[src/rtl/prio_encoder_hs_pkg.sv]
// Shared constants, types and helpers for the handshaked priority encoder.
package prio_encoder_hs_pkg;

  // Default number of request lines.
  localparam int unsigned DefaultN = 4;

  // Widest request vector the onehot() helper can represent.
  localparam int unsigned MaxN    = 64;
  localparam int unsigned MaxIdxW = 6;

  // Two-state view of the output register: empty or holding a grant.
  typedef enum logic [0:0] {
    StIdle = 1'b0,
    StHold = 1'b1
  } state_e;

  // Index width for n request lines; never narrower than one bit.
  function automatic int unsigned idx_width(input int unsigned n);
    return (n > 2) ? $clog2(n) : 1;
  endfunction

  // Same mapping as the binary-to-one-hot decoder: index k -> bit k.
  function automatic logic [MaxN-1:0] onehot(input logic [MaxIdxW-1:0] idx);
    logic [MaxN-1:0] v;
    v      = '0;
    v[idx] = 1'b1;
    return v;
  endfunction

endpackage

[src/rtl/prio_enc_comb.sv]
// Combinational priority search: first set bit of cand at or above start,
// wrapping from N-1 back to 0. With start tied to 0 this is plain
// lowest-index-first priority.
module prio_enc_comb #(
  parameter int unsigned N = 4,
  parameter int unsigned W = 2
) (
  input  logic [N-1:0] cand,
  input  logic [W-1:0] start,
  output logic [W-1:0] idx,
  output logic         any
);

  localparam logic [W:0] NVal = (W + 1)'(N);

  logic [N-1:0] rot;
  logic [W-1:0] off;
  logic [W:0]   sum;

  // Rotate so start lands at bit 0, find lowest set bit, then map back.
  always_comb begin
    rot = N'({cand, cand} >> start);
    any = 1'b0;
    off = '0;
    for (int i = 0; i < N; i++) begin
      if (!any && rot[i]) begin
        any = 1'b1;
        off = W'(i);
      end
    end
    sum = {1'b0, start} + {1'b0, off};
    if (sum >= NVal) begin
      sum = sum - NVal;
    end
    idx = sum[W-1:0];
  end

endmodule

[src/rtl/prio_encoder_hs.sv]
// Handshaked priority encoder: collects request pulses into a sticky pending
// vector and hands out one binary index per valid/ready handshake.
// Define PRIO_ENC_RR_EN for rotating priority; otherwise the lowest pending
// index always wins.
module prio_encoder_hs
  import prio_encoder_hs_pkg::*;
#(
  parameter int unsigned N = DefaultN,
  parameter int unsigned W = idx_width(N)
) (
  input  logic         clk,
  input  logic         rst_n,
  input  logic [N-1:0] req_in,
  output logic         out_valid,
  input  logic         out_ready,
  output logic [W-1:0] out_idx,
  output logic [N-1:0] pending_out,
  output logic         busy
);

  state_e       state_q, state_d;
  logic [W-1:0] idx_q, idx_d;
  logic [N-1:0] pend_q, pend_d;

  logic [N-1:0] cand;
  logic [N-1:0] grant_oh;
  logic         load;
  logic         enc_any;
  logic [W-1:0] enc_idx;
  logic [W-1:0] enc_start;

  // New requests bypass the pending register so a pulse is granted next cycle.
  assign cand     = pend_q | req_in;
  assign load     = (state_q == StIdle) || out_ready;
  assign grant_oh = N'(onehot(MaxIdxW'(enc_idx)));

`ifdef PRIO_ENC_RR_EN
  localparam logic [W-1:0] LastIdx = W'(N - 1);

  logic [W-1:0] rr_q, rr_d;

  // Search starts just above the most recent grant.
  always_comb begin
    rr_d = rr_q;
    if (load && enc_any) begin
      rr_d = (enc_idx == LastIdx) ? '0 : enc_idx + 1'b1;
    end
  end

  // Rotation pointer register.
  always_ff @(posedge clk or negedge rst_n) begin
    if (!rst_n) begin
      rr_q <= '0;
    end else begin
      rr_q <= rr_d;
    end
  end

  assign enc_start = rr_q;
`else
  assign enc_start = '0;
`endif

  prio_enc_comb #(
    .N(N),
    .W(W)
  ) u_enc (
    .cand (cand),
    .start(enc_start),
    .idx  (enc_idx),
    .any  (enc_any)
  );

  // Output register reloads when empty or accepted; a stall only accumulates.
  always_comb begin
    state_d = state_q;
    idx_d   = idx_q;
    pend_d  = pend_q;
    if (load) begin
      if (enc_any) begin
        state_d = StHold;
        idx_d   = enc_idx;
        pend_d  = cand & ~grant_oh;
      end else begin
        state_d = StIdle;
        pend_d  = '0;
      end
    end else begin
      // Includes a re-request of the held index, so it is served again later.
      pend_d = cand;
    end
  end

  // State, index and pending registers.
  always_ff @(posedge clk or negedge rst_n) begin
    if (!rst_n) begin
      state_q <= StIdle;
      idx_q   <= '0;
      pend_q  <= '0;
    end else begin
      state_q <= state_d;
      idx_q   <= idx_d;
      pend_q  <= pend_d;
    end
  end

  assign out_valid   = (state_q == StHold);
  assign out_idx     = idx_q;
  assign pending_out = pend_q;
  assign busy        = out_valid | (|pend_q);

endmodule
[config.mk]
export PLATFORM = sky130hd
export DESIGN_NAME = prio_encoder_hs
export DESIGN_NICKNAME = d
export VERILOG_FILES = /design/src/rtl/prio_encoder_hs_pkg.sv /design/src/rtl/prio_enc_comb.sv /design/src/rtl/prio_encoder_hs.sv
export SDC_FILE = /design/constraint.sdc
export NUM_CORES = 1
export LEC_CHECK = 0
export CORE_AREA = 3 3 40 42
export DETAILED_ROUTE_END_ITERATION = 16
export DIE_AREA = 0 0 43 45
export GPL_TIMING_DRIVEN = 0
export SYNTH_ARGS = -nofsm -noshare
export SYNTH_HDL_FRONTEND = slang
export SYNTH_SLANG_ARGS = --single-unit
[constraint.sdc]
create_clock -name clk -period 3.3 [get_ports clk]
set_input_delay 0.66 -clock clk [delete_from_list [all_inputs] [get_ports clk]]
set_output_delay 0.66 -clock clk [all_outputs]
set_load 0.05 [all_outputs]
**After elaboration in Yosys (flattened, before gate mapping)**

Index checks and enable logic that the tools add are counted.

- Equal/unequal tests: 0
- Add/subtract/negate cells: 1
- $mul: 0
- Bitwise operators: 5
- Shift operators: 0
- Divide/modulo/power cells: 0
- $lt $le $gt $ge: 3
- Reductions and logical operators: 10
- Multiplexer cells: 13

Operator list:

| kind | count |
|---|---|
| $mux W4 | 2 |
| $lt A2 B7 Y1 const B | 1 |
| $mux W1 | 7 |
| $mux W2 | 3 |
| $and A4 B4 Y4 | 1 |
| $logic_and A1 B1 Y1 | 4 |
| $not A4 Y4 | 1 |
| $or A4 B4 Y4 | 1 |
| $reduce_or A4 Y1 | 1 |
| $ge A2 B3 Y1 const B | 1 |
| $logic_not A1 Y1 | 3 |
| $demux W1 S2 | 1 |
| $ge A2 B1 Y1 const B | 1 |
| $reduce_and A2 Y1 | 1 |
| $sub A2 B1 Y2 const B | 1 |
| $logic_or A1 B1 Y1 | 1 |
| $not A1 Y1 | 1 |
| $or A1 B1 Y1 | 1 |

- Input bits: 7
- Memories: 0
- RAM bits: 0
- ROM bits: 0
- Logic and storage cells: 35
- Output and inout bits: 8
- Latch bits: 0
- Flip-flop bits (word level): 7

**Logic depth before layout (Yosys ltp)**

Gate-level depths: netlist (run 1).

- Depth after elaboration: 21
- Depth in mapped cells: 3
- Depth with buffers taken out: 3

**Modules after synthesis**

A second synthesis (run 1) with hierarchy kept.

- Cells, all modules: 58
- Area total of the unflattened synthesis: 526.8 um^2

By module, submodules not included:

| module | area an instance (um^2) | cells each | sequential area each (um^2) | times used |
|---|---|---|---|---|
| prio_encoder_hs | 336.6 | 30 | 175.2 | 1 |
| prio_enc_comb | 190.2 | 28 | 0.0 | 1 |

**Worst setup path after synthesis (run 1)**

Ideal clock, no wire load.

- Path kind: register to output
- Start: register pend_q[3] (netlist: pending_out[3])
- End: output busy
- Path buffers: 0
- Slack: 1.513 ns
- Arrival: 1.127 ns
- Stages on the path, launching flop included: 3
- Data required time: 2.640 ns
- Cells stage by stage: dfrtp_1 nor3_1 nand2_1

- Word-level cells in the longest chain between the ends: 2

RTL lines:

| element | line | RTL |
|---|---|---|
| start, declared | prio_encoder_hs.sv:23 | `logic [N-1:0] pend_q, pend_d;` |
| start signal, assigned | prio_encoder_hs.sv:103 | `pend_q <= pend_d;` |
| $reduce_or A4 Y1 | prio_encoder_hs.sv:110 | `assign busy = out_valid \| (\|pend_q);` |
| $or A1 B1 Y1 | prio_encoder_hs.sv:110 |  |
| end, declared | prio_encoder_hs.sv:18 | `output logic busy` |

Every way passes these cells.

**Worst setup path after layout (run 1)**

Same ends and word-level chain as after synthesis.

==> results.json, run 1 <==
{
  "outcome": "finished, final reports clean",
  "cts_sinks": 7,
  "syn_inst": 29,
  "post-route-drc-count": 0,
  "crit_path_max_fanout": 5,
  "worst_path_largest_cell_delay_ns": 0.69,
  "rsz0062_at_grt": "no",
  "max_slew_margin_pct": 66.5,
  "antenna_found_initial": 0,
  "clk_path_buf_depth": 2,
  "rows": 13,
  "drt_iter0_drc": 1,
  "max-cap-violations": 0,
  "cts_made_buffers": 3,
  "power_density_nw_per_um2": 460,
  "layout.nets": 55,
  "layout-drive-gt1-share_pct": 6.38,
  "dieWidth_um": 43,
  "antenna_left": 0,
  "max_freq_ghz": 0.442,
  "setup_tns_ns": 0,
  "grt_remaining_overflow": 0,
  "p_leak_nw": 0.178,
  "grt_usage_pct": 8.49,
  "drv_slew": 0,
  "worstSetupStartpointType": "register",
  "synth_seq_cells": 7,
  "reg2regPathDepth": 3,
  "fin_worst_skew_ns": 0.00195,
  "io-pin-count": 15,
  "crit_required_ns": 2.64,
  "syn2layout_area_growth_pct": 65.2,
  "synth_fp_nets": 36,
  "final_cell_mix": "clkdlybuf4s50_1 (14), nor2_1 (7), dfrtp_1 (7), a21oi_1 (6), clkbuf_4 (3)",
  "vias": 273,
  "post-route-period-util_pct": 68.6,
  "use_met2_pct": 12.0,
  "fin_area_um2": 469,
  "via_per_inst": 4.40,
  "yosysWarnings": 0,
  "drt_wl_total_um": 705,
  "crit_chain": "nor3_1 -> nand2_1 -> clkdlybuf4s50_1",
  "regArea_um2": 175,
  "placed_area_um2": 443,
  "cts_tree": "yes",
  "synth_cell_types": 10,
  "crit_family": "buffers and inverters",
  "grt_pass1_vias": 261,
  "worst_pin_slew_ns": 0.501,
  "wl_per_cell_um": 11.4,
  "slowest_stage": "clkdlybuf4s50_1",
  "hp-class": "register to register",
  "worstSetupPathType": "register to primary output",
  "place_congestion": 0.656,
  "critPathCaptureType": "primary output",
  "finalHoldViolCount": 0,
  "cts_setup_buffers": 0,
  "finalCriticalPeriod_ns": 2.26,
  "critPathBufInv": 1,
  "hold_depth": 2,
  "die-area_um2": 1940,
  "grt_pass1_wl_mm": 1.14,
  "synthesis.area_um2": 284,
  "h-tree-depth": 1,
  "dp_hpwl_um": 527,
  "grt_util_met3_pct": 2.39,
  "diodes": 0,
  "crit_arrival_ns": 1.60,
  "whs_ns": 0.532,
  "clk_pin_slew_ns": 0.05,
  "worstSkewPairLatency_ns": 0.25,
  "multi_input_area_um2": 109,
  "cts-resized-gates": 0,
  "io_buffers": 14,
  "die_y_um": 45,
  "grt_max_degree": 8,
  "ctsHoldBuffers": 0,
  "synth.avg_cell_area_um2": 9.79,
  "setup_viol_count_final": 0,
  "firstDrtPassIters": 4,
  "initial_core_util_pct": 22.1,
  "final_common_cell": "clkdlybuf4s50_1",
  "grt_busiest_layer": "met2",
  "ir_drop_mv": 0.153,
  "nFillCells": 143,
  "place_inst": 58,
  "core_area_um2": 1280,
  "grt.met1_usage_pct": 9.90,
  "yosysSeqAreaShare_pct": 61.7,
  "clock-root-buffer": "clkbuf_4",
  "finalNonFillerCells": 62,
  "final_util_pct": 36.5,
  "crit_cells": 3
}
## cell type report
class / instances / area share [%]
flip-flops and latches: 7 / 37.3
well taps: 15 / 4.00
clock buffers: 4 / 5.60
multi-input cells: 22 / 23.2
repair buffers: 14 / 29.9
## final timing paths
path | from | end | slack [ns]
max | pending_out[3] | busy | 1.04
min | out_idx[1] | out_idx[1] | 0.53
max reg2reg | pending_out[3] | out_idx[1] | 2.05
min reg2reg | out_idx[1] | out_idx[1] | 0.53
max in group asynchronous | rst_n | pending_out[0] | 2.41
min in group asynchronous | rst_n | out_idx[1] | 0.66
## cells by family after synthesis
kind of cell     count (synthesis)  synth area share, %
AND/OR/NAND/NOR                 15                 25.1
flip-flops                       7                 61.7
AO/OA/AOI/OAI                    7                 13.2
## per-stage QoR
step | power, mW | setup slack [ns]
floorplan | 0.120 | 1.51
global placement | 0.142 | 1.28
detailed placement | 0.142 | 1.29
CTS | 0.218 | 1.02
global route | 0.229 | 0.931
finish | 0.216 | 1.04
## cell usage after synthesis
cell      count  area share (%)
dfrtp_1       7              62
nor2_1        7             9.3
a21oi_1       6              11
nand2_1       2             2.6
or4_1         2             5.3
and3_1        1             2.2
nand2b_1      1             2.2
nand3_1       1             1.8
nor3_1        1             1.8
o31ai_1       1             2.6
## flip-flops by register name (all words and copies together) (netlist names)
signal       flops
out_idx          2
out_valid        1
pending_out      4
## layer usage
layer | wire length, um | part of all wire [%]
met5 | 0 | 0
met4 | 0 | 0
met3 | 58 | 8.2
met1 | 321 | 46
met2 | 325 | 46
## worst min-delay path, cell delays in order (launching register included)
cell and delay, ns:
dfrtp_1 0.35, a21oi_1 0.05, a21oi_1 0.10
## power breakdown
part / switching [mW] / internal, mW
clock: 0.0293 / 0.0460
combinational: 0.0282 / 0.0175
sequential: 0.00385 / 0.0910
total: 0.0614 / 0.155
(Power assumes the default switching activity.)
==> run 2, diff against run 1 <==
==> constraint.sdc (replaced) <==
create_clock -name clk -period 2.1 [get_ports clk]
set_input_delay 0.42 -clock clk [delete_from_list [all_inputs] [get_ports clk]]
set_output_delay 0.42 -clock clk [all_outputs]
set_load 0.05 [all_outputs]
==> results.json, run 2 (synthesis results as in run 1) <==
{
  "outcome": "finished, final reports clean",
  "io-pin-count": 15,
  "final.setup.worst_slack_ns": 0.209,
  "max_slew_margin_pct": 66.5,
  "crit_required_ns": 1.68,
  "r2r_end": "out_idx[1]",
  "layout.nets": 55,
  "grt_pass1_wl_mm": 1.14,
  "h-tree-depth": 1,
  "drv_slew": 0,
  "rsz0062_at_grt": "no",
  "hp-class": "input port to async pin",
  "crit_path_end": "pending_out[1]",
  "max_freq_ghz": 0.529,
  "finalHoldViolCount": 0,
  "setup_viol_count_final": 0,
  "fin_worst_skew_ns": 0.00195,
  "cts_made_buffers": 3,
  "drt_iter0_drc": 1,
  "worstReg2RegStart": "pending_out[3]",
  "clk_pin_slew_ns": 0.05,
  "rrSetupSlack_ns": 0.85,
  "via_per_inst": 4.40,
  "crit_family": "buffers and inverters",
  "crit_cells": 1,
  "worst_path_largest_cell_delay_ns": 0.82,
  "initial_core_util_pct": 22.1,
  "dieWidth_um": 43,
  "antenna_found_initial": 0,
  "die_y_um": 45,
  "layout-drive-gt1-share_pct": 6.38,
  "crit_chain": "clkdlybuf4s50_1",
  "die-area_um2": 1940,
  "vias": 273,
  "crit_arrival_ns": 1.47,
  "place_congestion": 0.656,
  "syn2layout_area_growth_pct": 66.1,
  "rows": 13,
  "antenna_left": 0,
  "io_buffers": 14,
  "critPathCaptureType": "primary output",
  "dp_hpwl_um": 527,
  "worstSetupStartpointType": "register",
  "ctsHoldBuffers": 0,
  "post-route-drc-count": 0,
  "place_ws_ns": 0.333,
  "cts_sinks": 7,
  "critPathBufInv": 1,
  "max-cap-violations": 0,
  "p_leak_nw": 0.178,
  "setup_tns_ns": 0,
  "final_cell_mix": "clkdlybuf4s50_1 (13), nor2_1 (7), dfrtp_1 (7), a21oi_1 (6), clkbuf_4 (3)",
  "grt_usage_pct": 8.49,
  "core_area_um2": 1280,
  "grt_pass1_vias": 261,
  "whs_ns": 0.423,
  "reg2regPathDepth": 3,
  "worstSkewPairLatency_ns": 0.25,
  "final_util_pct": 36.7,
  "worstSetupPathType": "register to primary output",
  "ir_drop_mv": 0.240,
  "grt_remaining_overflow": 0,
  "diodes": 0,
  "final_common_cell": "clkdlybuf4s50_1",
  "post-route-period-util_pct": 90.0,
  "worst_pin_slew_ns": 0.501,
  "largest_reg_flops": 4,
  "clock-root-buffer": "clkbuf_4",
  "finalCriticalPeriod_ns": 1.89,
  "finalPower_mw": 0.339,
  "slowest_stage": "clkdlybuf4s50_1",
  "clk_path_buf_depth": 2,
  "drt_wl_total_um": 708,
  "crit_path_start": "pending_out[1]",
  "cts_tree": "yes",
  "crit_path_max_fanout": 5,
  "firstDrtPassIters": 4,
  "wl_per_cell_um": 11.4,
  "grt_max_degree": 8,
  "power_density_nw_per_um2": 719
}
[run 2: cell count changes in the layout (fill, tap and decap cells not counted), sizes merged]
cell           previous run  this run
clkdlybuf4s50            14        13
dlymetal6s2s              0         1
[run 2: area by class of cell]
class / instances / area [um2]
Timing Repair Buffer: 14 / 143
Tap cell: 15 / 18.8
Sequential cell: 7 / 175
Fill cell: 142 / 813
Multi-Input combinational cell: 22 / 109
Clock buffer: 4 / 26.3
[run 2: timing repair]
action                                 in CTS  in global routing
buffers inserted                            0                  0
gates resized for setup                     0                  1
setup endpoints to repair                   0                  1
endpoints found under the hold margin       0                  0
[run 2: through the flow]
stage	instances	area [um2]
6_report	62	472
5_1_grt	62	472
4_1_cts	62	469
3_5_place_dp	58	443
3_3_place_gp	58	443
2_1_floorplan	29	284
[run 2: report_power, final]
group / total (mW) / switching (mW) / internal [mW]
clock network: 0.118 / 0.0461 / 0.0723
logic: 0.0719 / 0.0443 / 0.0276
registers: 0.149 / 0.00605 / 0.143
[run 2: metal layers]
metal	GRT usage, %	share of wire (%)	vias up	wire [um]
li1	-	-	139	-
met1	9.90	45	123	321
met2	12.0	46	11	325
met3	2.39	8.5	0	60
met4	9.04	0	0	0
met5	0	0	-	0
[run 2: how the worst min path moves through the flow]
stage               cells past startpoint       start             end
floorplan                               0       rst_n      out_idx[0]
global placement                        2  out_idx[1]      out_idx[1]
detailed placement                      2  out_idx[1]      out_idx[1]
CTS                                     1       rst_n  pending_out[1]
global route                            1       rst_n      out_idx[1]
finish                                  1       rst_n      out_idx[1]
[run 2: worst register-to-register path: stages (launching register included)]
cell and delay [ns]:
dfrtp_1 0.41, or4_1 0.52, a21oi_1 0.16, a21oi_1 0.05
